==> src/rtl/ex_pkg.sv <==
// ex_pkg: shared types for the execute-result stage.
//   EX_WIDTH        datapath width; equals the operand adder width
//   ex_op_e         4-bit operation code presented on op_i
//   ex_buf_state_e  occupancy of the output skid buffer (EX_SKID_EN builds)
//   ex_res_t        one buffered result entry {result, taken, rd, illegal}
package ex_pkg;

    localparam int unsigned EX_WIDTH = 32;

    typedef enum logic [3:0] {
        OP_ADD  = 4'd0,
        OP_SUB  = 4'd1,
        OP_SLT  = 4'd2,
        OP_SLTU = 4'd3,
        OP_BEQ  = 4'd4,
        OP_BNE  = 4'd5,
        OP_BLT  = 4'd6,
        OP_BGE  = 4'd7,
        OP_BLTU = 4'd8,
        OP_BGEU = 4'd9
    } ex_op_e;

    typedef enum logic [1:0] {
        BUF_EMPTY = 2'd0,
        BUF_ONE   = 2'd1,
        BUF_TWO   = 2'd2
    } ex_buf_state_e;

    typedef struct packed {
        logic [EX_WIDTH-1:0] result;
        logic                taken;
        logic [4:0]          rd;
        logic                illegal;
    } ex_res_t;

endpackage

==> src/rtl/ex_res_compute.sv <==
// ex_res_compute: combinational decode of the adder outputs into a result entry.
//   op_i    operation code (ex_op_e encoding)
//   sum_i   adder sum
//   cout_i  adder unsigned carry-out
//   ovf_i   adder signed overflow
//   res_o   result/taken/illegal; rd is left zero and filled in by the caller
// For every compare and branch the adder has already formed a - b, so the
// relations fall out of the flags without a second comparator.
module ex_res_compute
    import ex_pkg::*;
(
    input  logic [3:0]          op_i,
    input  logic [EX_WIDTH-1:0] sum_i,
    input  logic                cout_i,
    input  logic                ovf_i,
    output ex_res_t             res_o
);

    logic eq;
    logic lt_s;
    logic lt_u;

    assign eq   = (sum_i == '0);
    assign lt_s = sum_i[EX_WIDTH-1] ^ ovf_i;
    // a - b borrows exactly when no carry comes out of a + ~b + 1
    assign lt_u = ~cout_i;

    always_comb begin
        res_o = '0;
        case (op_i)
            OP_ADD,
            OP_SUB:  res_o.result = sum_i;
            OP_SLT:  res_o.result = {{(EX_WIDTH-1){1'b0}}, lt_s};
            OP_SLTU: res_o.result = {{(EX_WIDTH-1){1'b0}}, lt_u};
            OP_BEQ:  res_o.taken  = eq;
            OP_BNE:  res_o.taken  = ~eq;
            OP_BLT:  res_o.taken  = lt_s;
            OP_BGE:  res_o.taken  = ~lt_s;
            OP_BLTU: res_o.taken  = lt_u;
            OP_BGEU: res_o.taken  = ~lt_u;
            default: res_o.illegal = 1'b1;
        endcase
    end

endmodule

==> src/rtl/ex_result_stage.sv <==
// ex_result_stage: registered execute-result stage with valid/ready on both sides.
//   clk_i, rst_ni                      clock, async active-low reset
//   valid_i / ready_o                  upstream handshake
//   op_i, sum_i, cout_i, ovf_i, rd_i   decoded op, adder outputs, destination
//   valid_o / ready_i                  downstream handshake
//   result_o, taken_o, rd_o, illegal_o registered head entry
// Build option EX_SKID_EN: two-entry skid buffer with a registered ready_o.
// Without it a single output register is used and ready_o depends
// combinationally on ready_i.
// WIDTH must equal ex_pkg::EX_WIDTH.
//
// Buffer states (EX_SKID_EN only):
//   state     | meaning
//   BUF_EMPTY | nothing held, valid_o = 0, ready_o = 1
//   BUF_ONE   | head valid, skid empty, ready_o = 1
//   BUF_TWO   | head and skid valid, ready_o = 0, valid_i ignored
module ex_result_stage
    import ex_pkg::*;
#(
    parameter int unsigned WIDTH = EX_WIDTH
) (
    input  logic             clk_i,
    input  logic             rst_ni,
    input  logic             valid_i,
    output logic             ready_o,
    input  logic [3:0]       op_i,
    input  logic [WIDTH-1:0] sum_i,
    input  logic             cout_i,
    input  logic             ovf_i,
    input  logic [4:0]       rd_i,
    output logic             valid_o,
    input  logic             ready_i,
    output logic [WIDTH-1:0] result_o,
    output logic             taken_o,
    output logic [4:0]       rd_o,
    output logic             illegal_o
);

    ex_res_t comp_res;
    ex_res_t new_entry;
    ex_res_t head_q;
    logic    accept;
    logic    drain;

    ex_res_compute u_compute (
        .op_i   (op_i),
        .sum_i  (sum_i),
        .cout_i (cout_i),
        .ovf_i  (ovf_i),
        .res_o  (comp_res)
    );

    always_comb begin
        new_entry    = comp_res;
        new_entry.rd = rd_i;
    end

    assign accept = valid_i & ready_o;
    assign drain  = valid_o & ready_i;

`ifdef EX_SKID_EN

    ex_buf_state_e state_q;
    ex_buf_state_e state_d;
    ex_res_t       skid_q;
    logic          ready_q;
    logic          load_head_new;
    logic          load_head_skid;
    logic          load_skid;

    always_ff @(posedge clk_i or negedge rst_ni) begin
        if (!rst_ni) begin
            state_q <= BUF_EMPTY;
        end else begin
            state_q <= state_d;
        end
    end

    always_comb begin
        state_d        = state_q;
        load_head_new  = 1'b0;
        load_head_skid = 1'b0;
        load_skid      = 1'b0;
        case (state_q)
            BUF_EMPTY: begin
                if (accept) begin
                    state_d       = BUF_ONE;
                    load_head_new = 1'b1;
                end
            end
            BUF_ONE: begin
                if (accept && drain) begin
                    load_head_new = 1'b1;
                end else if (accept) begin
                    state_d   = BUF_TWO;
                    load_skid = 1'b1;
                end else if (drain) begin
                    state_d = BUF_EMPTY;
                end
            end
            BUF_TWO: begin
                if (drain) begin
                    state_d        = BUF_ONE;
                    load_head_skid = 1'b1;
                end
            end
            default: state_d = BUF_EMPTY;
        endcase
    end

    // ready is precomputed from the next state so it leaves a flop
    always_ff @(posedge clk_i or negedge rst_ni) begin
        if (!rst_ni) begin
            ready_q <= 1'b0;
            head_q  <= '0;
            skid_q  <= '0;
        end else begin
            ready_q <= (state_d != BUF_TWO);
            if (load_head_new) begin
                head_q <= new_entry;
            end else if (load_head_skid) begin
                head_q <= skid_q;
            end
            if (load_skid) begin
                skid_q <= new_entry;
            end
        end
    end

    assign ready_o = ready_q;
    assign valid_o = (state_q != BUF_EMPTY);

`else

    logic valid_q;
    logic init_q;

    // init_q holds ready_o low until the first edge after reset release
    always_ff @(posedge clk_i or negedge rst_ni) begin
        if (!rst_ni) begin
            init_q  <= 1'b0;
            valid_q <= 1'b0;
            head_q  <= '0;
        end else begin
            init_q <= 1'b1;
            if (accept) begin
                valid_q <= 1'b1;
                head_q  <= new_entry;
            end else if (drain) begin
                valid_q <= 1'b0;
            end
        end
    end

    assign ready_o = init_q & (~valid_q | ready_i);
    assign valid_o = valid_q;

`endif

    assign result_o  = head_q.result;
    assign taken_o   = head_q.taken;
    assign rd_o      = head_q.rd;
    assign illegal_o = head_q.illegal;

endmodule

==> config.mk <==
export PLATFORM = sky130hd
export DESIGN_NAME = ex_result_stage
export DESIGN_NICKNAME = d
export VERILOG_FILES = /design/src/rtl/ex_pkg.sv /design/src/rtl/ex_res_compute.sv /design/src/rtl/ex_result_stage.sv
export SDC_FILE = /design/constraint.sdc
export NUM_CORES = 1
export LEC_CHECK = 0
export ABC_AREA = 1
export CAP_MARGIN = 20
export CORE_MARGIN = 3
export CORE_UTILIZATION = 37
export CTS_CLUSTER_DIAMETER = 100
export DETAILED_ROUTE_END_ITERATION = 12
export GPL_TIMING_DRIVEN = 0
export PLACE_DENSITY_LB_ADDON = 0.25
export SLEW_MARGIN = 10
export SYNTH_ARGS = -nofsm -noshare
export SYNTH_HDL_FRONTEND = slang
export SYNTH_SLANG_ARGS = --single-unit
==> constraint.sdc <==
create_clock -name clk_i -period 1.1 [get_ports clk_i]
set_input_delay 0.33 -clock clk_i [delete_from_list [all_inputs] [get_ports clk_i]]
set_output_delay 0.33 -clock clk_i [all_outputs]
set_load 0.03 [all_outputs]
# Word level (Yosys, flattened, before mapping)
# Index checks and enable logic that the tools add are counted.
op_classes:
  n_eq_ne: 9
  muxes: 5
  bitwise: 9
  reduce_logical: 5
op_table:
  columns: ["cell", "n"]
  rows:
  - ["32-bit case mux with 3 select lines", 1]
  - ["32-bit logical NOT", 1]
  - ["4-bit by 3-bit equality test with 1-bit output (second input constant)", 4]
  - ["10-bit OR reduction", 1]
  - ["4-bit by 2-bit equality test with 1-bit output (second input constant)", 2]
  - ["4-bit equality test (second input constant)", 2]
  - ["1-bit case mux with 6 select lines", 1]
  - ["4-bit by 1-bit equality test with 1-bit output (second input constant)", 1]
  - ["4-bit logical NOT", 1]
  - ["1-bit NOT", 4]
  - ["1-bit AND", 3]
  - ["1-bit 2-to-1 mux", 3]
  - ["2-bit nonzero test", 1]
  - ["2-bit OR reduction", 1]
  - ["1-bit OR", 1]
  - ["1-bit bitwise XOR", 1]
word_totals:
  register_bits: 41
  out_inout_bits: 41
  word_cells: 34

# Depth between registers and ports, before layout
# Gate-level depths: netlist of run 1.
depth:
  depth_word: 5
  depth_mapped: 10
  depth_no_buf: 10

# Cells and area by module
# From an unflattened synthesis of run 1, not the netlist that was laid out.
unflattened:
  hier_cells: 314
  area_unflattened_um2: 2927.8
by_module_without_submodules:
  columns: ["module", "n_inst", "cells_per_inst", "area_per_inst_um2", "seq_area_each_um2"]
  rows:
  - ["ex_result_stage", 1, 181, 2095.8, 1026.0]
  - ["ex_res_compute", 1, 133, 832.0, 0.0]

# Least setup slack after synthesis of run 1
# OpenSTA, ideal clock, no wires.
synth_path:
  kind: "register to register"
  start: "register valid_q, in the netlist valid_o"
  end: "register head_q, in the netlist illegal_o"
  setup_ps: 126
  arrival_time_ps: 1240
  slack_ps: -266
  stages_incl_launch_ff: 7
  n_path_buf: 1
  path_cell_list: "dfrtp_1 nand2_1 and2_2 nand2_4 buf_4 nand2_1 o21ai_0"
synth_via:
  elab_chain_cells: 4
synth_rtl:
  columns: ["item", "line_no", "rtl"]
  rows:
  - ["from (decl)", "ex_result_stage.sv:135", "logic valid_q;"]
  - ["from (signal assigned)", "ex_result_stage.sv:142", "valid_q <= 1'b0;"]
  - ["from (signal assigned)", "ex_result_stage.sv:147", "valid_q <= 1'b1;"]
  - ["from (signal assigned)", "ex_result_stage.sv:150", "valid_q <= 1'b0;"]
  - ["1-bit NOT", "ex_result_stage.sv:155", "assign ready_o = init_q & (~valid_q | ready_i);"]
  - ["1-bit OR", "ex_result_stage.sv:155", null]
  - ["1-bit AND", "ex_result_stage.sv:155", null]
  - ["net ready_o", "ex_result_stage.sv:25", "output logic ready_o,"]
  - ["1-bit AND", "ex_result_stage.sv:58", "assign accept = valid_i & ready_o;"]
  - ["to (signal assigned)", "ex_result_stage.sv:148", "head_q <= new_entry;"]
  - ["to (decl)", "ex_result_stage.sv:41", "ex_res_t head_q;"]
# The timed path passes the listed nets, and every way through them passes these cells.
# A chain may end at the register's enable or synchronous reset.

# Final worst setup path of run 1
layout_path:
  start: "register valid_q, in the netlist valid_o"
  end: "output port ready_o"
layout_via:
  elab_chain_cells: 3
layout_rtl:
  columns: ["item", "line_no"]
  rows:
  - ["1-bit NOT", "ex_result_stage.sv:155"]
  - ["1-bit OR", "ex_result_stage.sv:155"]
  - ["1-bit AND", "ex_result_stage.sv:155"]
  - ["to (decl)", "ex_result_stage.sv:25"]
# Every way passes these cells.

==> results.cfg, run 1 <==
[run_status]
status = finished with violations
violations = setup timing

[place]
dp_hpwl_mm = 3.90
port_buffers = 87
gp_congestion = 0.761
dp_cells = 388

[sta]
layout_setup_ws_ns = -0.281
fin_crit_ns = 1.38
hold_slack_ns = 0.438
slew_headroom_pct = 63.9
finalCritPeriodShare_pct = 126
finalHoldViolations = 0
max_freq_mhz = 724
setup_viol_count_final = 81
rsz0062_at_grt = yes
drv_slew = 0
worst_pin_slew_ns = 0.541
finalClockSkew_ns = 0.00179

[logic_synthesis]
syn_inst = 233
synth.avg_cell_area_um2 = 7.98
synth_top_area_share_pct = 55.2
yosysTopAreaCell = dfrtp_1
syn-cell-area_mm2 = 0.00186
synthesis.nets = 280
synth_seq_cells = 41
yosysWarnings = 0
synth_area_leaders = dfrtp_1, nand2_1, o21ai_0
yosysSeqAreaShare_pct = 55.2
yosysUniqueCellTypes = 19

[clock_tree]
cts_tree = done
cts_made_buffers = 5
clockBufferDepth = 2
insertion_delay_ns = 0.29
htreeDepth = 2
path_clk_slew_ns = 0.08
cts-root-buf = clkbuf_8
cts.sinks = 41

[final_layout]
finish.net_count = 424
fillers = 364
final_cell_mix = nand2_1, buf_6, buf_4, dfrtp_1, dlygate4sd2_1
instances_no_fill = 445
area_delta_synth_final_pct = 95.4
n_antenna_cell = 0
final_common_cell = nand2_1
drive_above_1_share_pct = 37.6

[setup_path]
crit_path_max_fanout = 2
cp-endpoint = ready_o
cp_cell_sequence = nand2_2, and2_4, buf_6
r2r.worst_path.cells = 7
r2r_end = result_o[17]
crit_required_ns = 0.77
critPathMaxStageDelay_ns = 0.42
crit_type = reg -> out
cp-startpoint = valid_o
end_kind = output pin
crit_slowest_cell = dfrtp_2
r2r-start = valid_o
critPathLaunchType = flop
crit_arrival_ns = 1.05
rrSetupSlack_ns = -0.21

[pwr]
pwr-share-seq_pct = 42.2
power_leakage_nw = 1.79
ir_drop_uv = 744
combPwrFrac_pct = 31.0
p_total_mw = 4.02
internal-power_mw = 2.81
switchingPower_mw = 1.21
power_density_mw_per_mm2 = 1110
netSwitchingFraction_pct = 30.2
p_clk_share_pct = 26.8

[die]
die_w_um = 76.9
core_area_mm2 = 0.00479
fp.dieH_um = 76.9
initial_core_util_pct = 38.8
die_area_mm2 = 0.00591
io_pins = 88
num_rows = 25

[detailed_routing]
drt_wl_total_mm = 6.09
firstDrtPassIters = 4
num_vias = 2077
drtIter0Drc = 48
drc = 0
wire_per_inst_um = 13.7
vias_per_cell = 4.67
ant_nets = 0

[global_routing]
grt_usage_pct = 19.5
antenna_found_initial = 0
grt_max_degree = 30
grt_pass1_vias = 1894
grt_pass1_wl_mm = 9.29
grt_overflow = 0

[flow_run]
maxCapViolCount = 0

[worst_hold_path]
hold_path_class = in -> reg
routing by layer:
layer / track usage, % / vias up / share of wire, %
met3: 5.16 / 9 / 6.7
met4: 3.80 / 0 / 1.3
met2: 31.8 / 68 / 50
met1: 26.1 / 973 / 42
met5: 0 / - / 0
li1: - / 1027 / -
state kept, by name (all words and copies together) (netlist names):
signal / count
result_o: 32
rd_o: 5
illegal_o: 1
init_q: 1
taken_o: 1
valid_o: 1
worst max-delay path, delay by kind of cell, from the launching register on:
family,cells,cell delay [ns]
buffers and inverters,1,0.12
DFF,1,0.42
and+or+nand+nor,2,0.22
power by group through the flow:
stage / registers, mW / logic (mW) / clock network [mW]
finish: 1.70 / 1.25 / 1.08
global route: 1.71 / 1.33 / 1.15
CTS: 1.69 / 1.09 / 1.08
detailed placement: 1.70 / 0.958 / 0
global placement: 1.70 / 0.946 / 0
floorplan: 1.92 / 0.231 / 0
through the flow:
stage / setup TNS (ns) / area (um^2) / worst slack (ns) / util, %
detailed placement: -29.27 / 2870 / -0.975 / 59.9
global placement: -83.59 / 2850 / -1.49 / 59.6
CTS: -10.13 / 3300 / -0.266 / 69.0
finish: -10.32 / 3630 / -0.281 / 75.9
floorplan: -4.44 / 1900 / -0.127 / -
global route: -14.11 / 3630 / -0.322 / 75.9
cell families after synthesis:
group	synth area share (%)
flops	55.2
buf+inv	5.05
compound gates	9.69
xor+xnor	0.942
simple gates	28.9
other cells	0.202
what timing repair did:
action,in CTS,in global routing
gates cloned,5,4
hold endpoints to repair,12,0
gates resized for setup,346,46
setup buffers,22,17
pin swaps,31,2
hold buffers,1,0
endpoints found under the setup margin,81,81
cells in the mapped netlist:
library cell  count
nand3_1           3
nor2_4            1
o21ai_0          22
inv_2             2
nand2_4           1
nand2_1         101
xor2_1            2
and2_2            1
a21oi_1           1
nor3_1            2
dfrtp_1          41
buf_4             7
conb_1            1
o21ai_1          13
nand2_2           1
nor2_1           26
buf_2             2
clkbuf_2          1
inv_1             5
worst min path at each step:
stage	start	end	slack, ns	cells after the start
after floorplan	rst_ni	illegal_o	0.03	0
after global routing	sum_i[4]	result_o[4]	0.45	3
final	sum_i[14]	result_o[14]	0.44	3
after CTS	sum_i[14]	result_o[14]	0.43	3
after global placement	rd_o[0]	rd_o[0]	0.45	2
after detailed placement	rst_ni	result_o[22]	0.24	1
final cells by class:
cell class | count | area (um^2) | area share (%)
timing repair buffer | 135 | 1350 | 37.1
sequential | 41 | 1030 | 28.3
multi-input combinational | 177 | 897 | 24.7
buffer | 10 | 141 | 3.89
clock buffer | 7 | 96.3 | 2.65
tap | 67 | 83.8 | 2.31
inverter | 7 | 33.8 | 0.930
clock inverter | 1 | 5.00 | 0.138
Power figures use the tool's default switching activity.
==> inputs of run 2 (changes only) <==
RECOVER_POWER = 100   (was unset)
REMOVE_ABC_BUFFERS = 1   (was unset)
==> run 2 against run 1 <==
Effect of this change:
- clock power shrank 7%
- fmax grew 0.16%
- utilization grew 0.47 points
- non-clock buffer count shrank 13
- the run still ends with setup timing left
- design area grew 0.62%
- sequential share of layout area shrank 0.21 points
- critical path type is now reg -> reg
- global-route usage grew 2.7 points
- wire length grew 12%
- sequential cell count is the same
- die area is the same
- highest routed layer unchanged
==> results.cfg, run 2 (synthesis results as in run 1) <==
[setup_path]
crit_path_max_fanout = 5
critPathMaxStageDelay_ns = 0.40
crit_arrival_ns = 1.56
r2r.worst_path.cells = 8
critPathLaunchType = flop
cp-startpoint = valid_o
cp.depth = 8
crit_slowest_cell = dfrtp_1
cp_cell_sequence = nand2_2, and2_4, buf_6, buf_12, buf_12, nand2_8, nand2_2, o21ai_2
cp_top_family = simple AND/OR/NAND/NOR gates
end_kind = flop
cp_num_buf_inv = 3
r2r-start = valid_o
crit_type = reg -> reg
crit_required_ns = 1.28

[run_status]
status = finished with violations
violations = setup timing

[pwr]
ir_drop_uv = 875
power_density_mw_per_mm2 = 1100
p_total_mw = 4.02
power_leakage_nw = 1.75

[final_layout]
finish.net_count = 420
stdcell_area_mm2 = 0.00366
fillers = 346
final_common_cell = nand2_1
drive_above_1_share_pct = 44.0
final_cell_mix = nand2_1, buf_6, dfrtp_1
instances_no_fill = 440
area_delta_synth_final_pct = 96.6
n_antenna_cell = 0
largest_reg_flops = 32

[place]
post_dp_cell_area_mm2 = 0.00276
port_buffers = 87
gp_congestion = 0.789
dp_cells = 378
dp_hpwl_mm = 3.22

[global_routing]
antenna_found_initial = 0
grt_overflow = 0
grt_pass1_wl_mm = 10.2
grt_usage_pct = 22.2
grt_max_degree = 26
grt_pass1_vias = 2028

[worst_hold_path]
whs_path_depth = 3
hold_path_class = in -> reg
hold_path.startpoint = sum_i[20]

[detailed_routing]
drtIter0Drc = 131
firstDrtPassIters = 4
drt_wl_total_mm = 6.81
num_vias = 2138
wire_per_inst_um = 15.5
vias_per_cell = 4.86
ant_nets = 0
drc = 0

[sta]
drv_slew = 0
finalHoldViolations = 0
finalCritPeriodShare_pct = 125
max_freq_mhz = 725
worst_pin_slew_ns = 0.862
rsz0062_at_grt = yes
slew_headroom_pct = 42.5
layout_setup_ws_ns = -0.279
setup_tns_ns = -11.35
setup_viol_count_final = 81
finalClockSkew_ns = 0.00401
fin_crit_ns = 1.38
hold_slack_ns = 0.435

[flow_run]
maxCapViolCount = 0

[clock_tree]
htreeDepth = 2
path_clk_slew_ns = 0.08
insertion_delay_ns = 0.29
cts.sinks = 41
clockBufferDepth = 2
cts_tree = done
cts_made_buffers = 5
cts-root-buf = clkbuf_8

[die]
initial_core_util_pct = 38.8
die_area_mm2 = 0.00591
fp.dieH_um = 76.9
die_w_um = 76.9
core_area_mm2 = 0.00479
num_rows = 25
io_pins = 88
## run 2: path summary, 6_finish.rpt
path                                endpoint  slack (ns)
min in group asynchronous       result_o[23]        0.54
worst max register to register     illegal_o       -0.28
worst min register to register  result_o[29]        0.51
worst min-delay path            result_o[20]        0.43
worst max-delay path               illegal_o       -0.28
max in group asynchronous       result_o[15]        0.06
## run 2: final cells by class
cell class | instances | area, um^2 | area share [%]
Clock buffer | 7 | 86.3 | 2.36
Timing Repair Buffer | 132 | 1310 | 35.8
Sequential cell | 41 | 1030 | 28.1
Tap cell | 67 | 83.8 | 2.29
Inverter | 7 | 33.8 | 0.924
Multi-Input combinational cell | 186 | 1120 | 30.6
## run 2: timing repair
action / in CTS / in global routing
gates cloned: 9 / 2
resized for setup: 382 / 51
pin swaps: 35 / 9
hold endpoints to repair: 16 / 0
setup buffers: 22 / 22
hold buffers: 1 / 0
setup endpoints to repair: 81 / 81
## run 2: worst register-to-register path, stage by stage, from the launching register on
cell and delay (ns):
dfrtp_1 0.40, nand2_2 0.08, and2_4 0.15, buf_6 0.11, buf_12 0.13, buf_12 0.14
nand2_8 0.08, nand2_2 0.13, o21ai_2 0.05
## run 2: layer usage
metal / wire (um) / vias to the layer above / track usage [%] / share of wire [%]
met2: 3510 / 88 / 37.7 / 52
met3: 372 / 10 / 4.58 / 5.5
met4: 96 / 0 / 5.07 / 1.4
met1: 2830 / 1016 / 29.0 / 42
li1: - / 1024 / - / -
met5: 0 / - / 0 / 0
## run 2: metrics by stage
step / setup WS (ns) / util (%)
floorplan: -0.547 / -
global placement: -1.41 / 57.4
detailed placement: -0.959 / 57.7
CTS: -0.259 / 68.7
global route: -0.346 / 76.4
finish: -0.279 / 76.4
## run 2: power by group
group	internal, mW	switching (mW)
clock network	0.498	0.505
registers	1.62	0.0816
logic	0.617	0.707
total	2.73	1.29
==> inputs of run 3 (changes only) <==
GPL_TIMING_DRIVEN = unset   (was 0)
==> run 3 against run 2 <==
Effect of this change:
- sequential share of layout area grew 1.1 points
- non-clock buffer count shrank 1
- sequential power barely moved
- the run still ends with setup timing left
- critical path type is now reg -> out
- largest cell class unchanged
- global-route usage shrank 3.3 points
- fmax rose by 1.0%
- count of clock-buffer cells in the layout stayed put
==> results.cfg, run 3 (synthesis results as in run 1) <==
[sta]
drv_slew = 0
rsz0062_at_grt = yes
hold_slack_ns = 0.255
setup_viol_count_final = 81
max_freq_mhz = 733
slew_headroom_pct = 39.9
finalClockSkew_ns = 0.00336
layout_setup_ws_ns = -0.265
finalHoldViolations = 0
finalCritPeriodShare_pct = 124
worst_pin_slew_ns = 0.901
fin_crit_ns = 1.37

[detailed_routing]
num_vias = 1985
firstDrtPassIters = 4
drtIter0Drc = 70
drc = 0
vias_per_cell = 4.61
wire_per_inst_um = 13.3
ant_nets = 0
drt_wl_total_mm = 5.72

[global_routing]
grt_pass1_wl_mm = 8.94
antenna_found_initial = 0
grt_pass1_vias = 1974
met1_usage_pct = 23.5
grt_usage_pct = 18.9
grt_overflow = 0
grt-busiest-layer = met2
use_met3_pct = 4.81
grt_max_degree = 42
grtUsageMet2_pct = 32.1

[die]
die_area_mm2 = 0.00591
fp.dieH_um = 76.9
core_area_mm2 = 0.00479
num_rows = 25
die_w_um = 76.9
initial_core_util_pct = 38.8
io_pins = 88

[place]
port_buffers = 87
place_ws_ns = -0.574
dp_hpwl_mm = 3.54
gp_congestion = 0.738
post_dp_cell_area_mm2 = 0.00286

[final_layout]
final_common_cell = nand2_1
stdcell_area_mm2 = 0.00351
final_cell_mix = nand2_1, buf_6, dfrtp_1
area_delta_synth_final_pct = 89.0
drive_above_1_share_pct = 31.9
finish.net_count = 410
fillers = 374
n_antenna_cell = 0
largest_reg_flops = 32

[setup_path]
r2r_end = result_o[6]
r2r.worst_path.cells = 7
rrSetupSlack_ns = -0.22
crit_type = reg -> out
crit_arrival_ns = 1.04
end_kind = output pin
r2r-start = valid_o
crit_required_ns = 0.77
critPathLaunchType = flop
crit_path_max_fanout = 2

[pwr]
ir_drop_uv = 695
power_density_mw_per_mm2 = 1160
p_total_mw = 4.09
power_leakage_nw = 1.82

[run_status]
status = finished with violations
violations = setup timing

[clock_tree]
cts-root-buf = clkbuf_8
htreeDepth = 2
cts_hold_buf = 0
path_clk_slew_ns = 0.07
cts_tree = done
clockBufferDepth = 2
insertion_delay_ns = 0.29
cts_made_buffers = 5
cts.sinks = 41

[worst_hold_path]
hold_path_class = in -> async

[flow_run]
maxCapViolCount = 0
[run 3: repair_timing]
item | 4_1_cts | 5_1_grt
gates resized for setup | 75 | 55
buffers inserted | 9 | 6
pin swaps | 25 | 13
setup endpoints to repair | 81 | 81
gates cloned | 3 | 5
[run 3: cell type report]
type / count / area [um^2] / area share (%)
Clock inverter: 1 / 30.0 / 0.855
Clock buffer: 7 / 86.3 / 2.46
Multi-Input combinational cell: 177 / 855 / 24.3
Tap cell: 67 / 83.8 / 2.39
Inverter: 7 / 28.8 / 0.819
Sequential cell: 41 / 1030 / 29.2
Timing Repair Buffer: 131 / 1400 / 40.0
[run 3: power by group]
part	internal, mW	switching [mW]
Sequential	1.62	0.0829
Clock	0.740	0.500
Combinational	0.569	0.582
[run 3: worst max-delay path by stage]
stage	depth (start not counted)	from	slack (ns)	end
2_1_floorplan	6	valid_o	-0.55	result_o[0]
3_3_place_gp	10	op_i[3]	-0.54	taken_o
3_5_place_dp	7	ready_i	-0.57	result_o[28]
4_1_cts	3	valid_o	-0.27	ready_o
5_1_grt	3	valid_o	-0.31	ready_o
6_report	3	valid_o	-0.27	ready_o
[run 3: stage by stage]
| stage | std cells | util (%) | TNS, ns |
|---|---|---|---|
| 2_1_floorplan | 223 | - | -16.73 |
| 3_3_place_gp | 400 | 59.8 | -20.18 |
| 3_5_place_dp | 400 | 59.8 | -21.39 |
| 6_report | 431 | 73.4 | -9.32 |
| 5_1_grt | 431 | 73.4 | -13.33 |
| 4_1_cts | 420 | 68.4 | -9.79 |
[run 3: metal layers]
metal	part of all wire, %	vias to the layer above
li1	-	992
met1	42	917
met2	52	69
met3	5.0	7
met4	1.7	0
met5	0	-
[run 3: worst max-delay path: stages, from the launching register on]
cell and delay (ns):
dfrtp_1 0.40, nand2_2 0.08, and2_4 0.15, buf_6 0.12
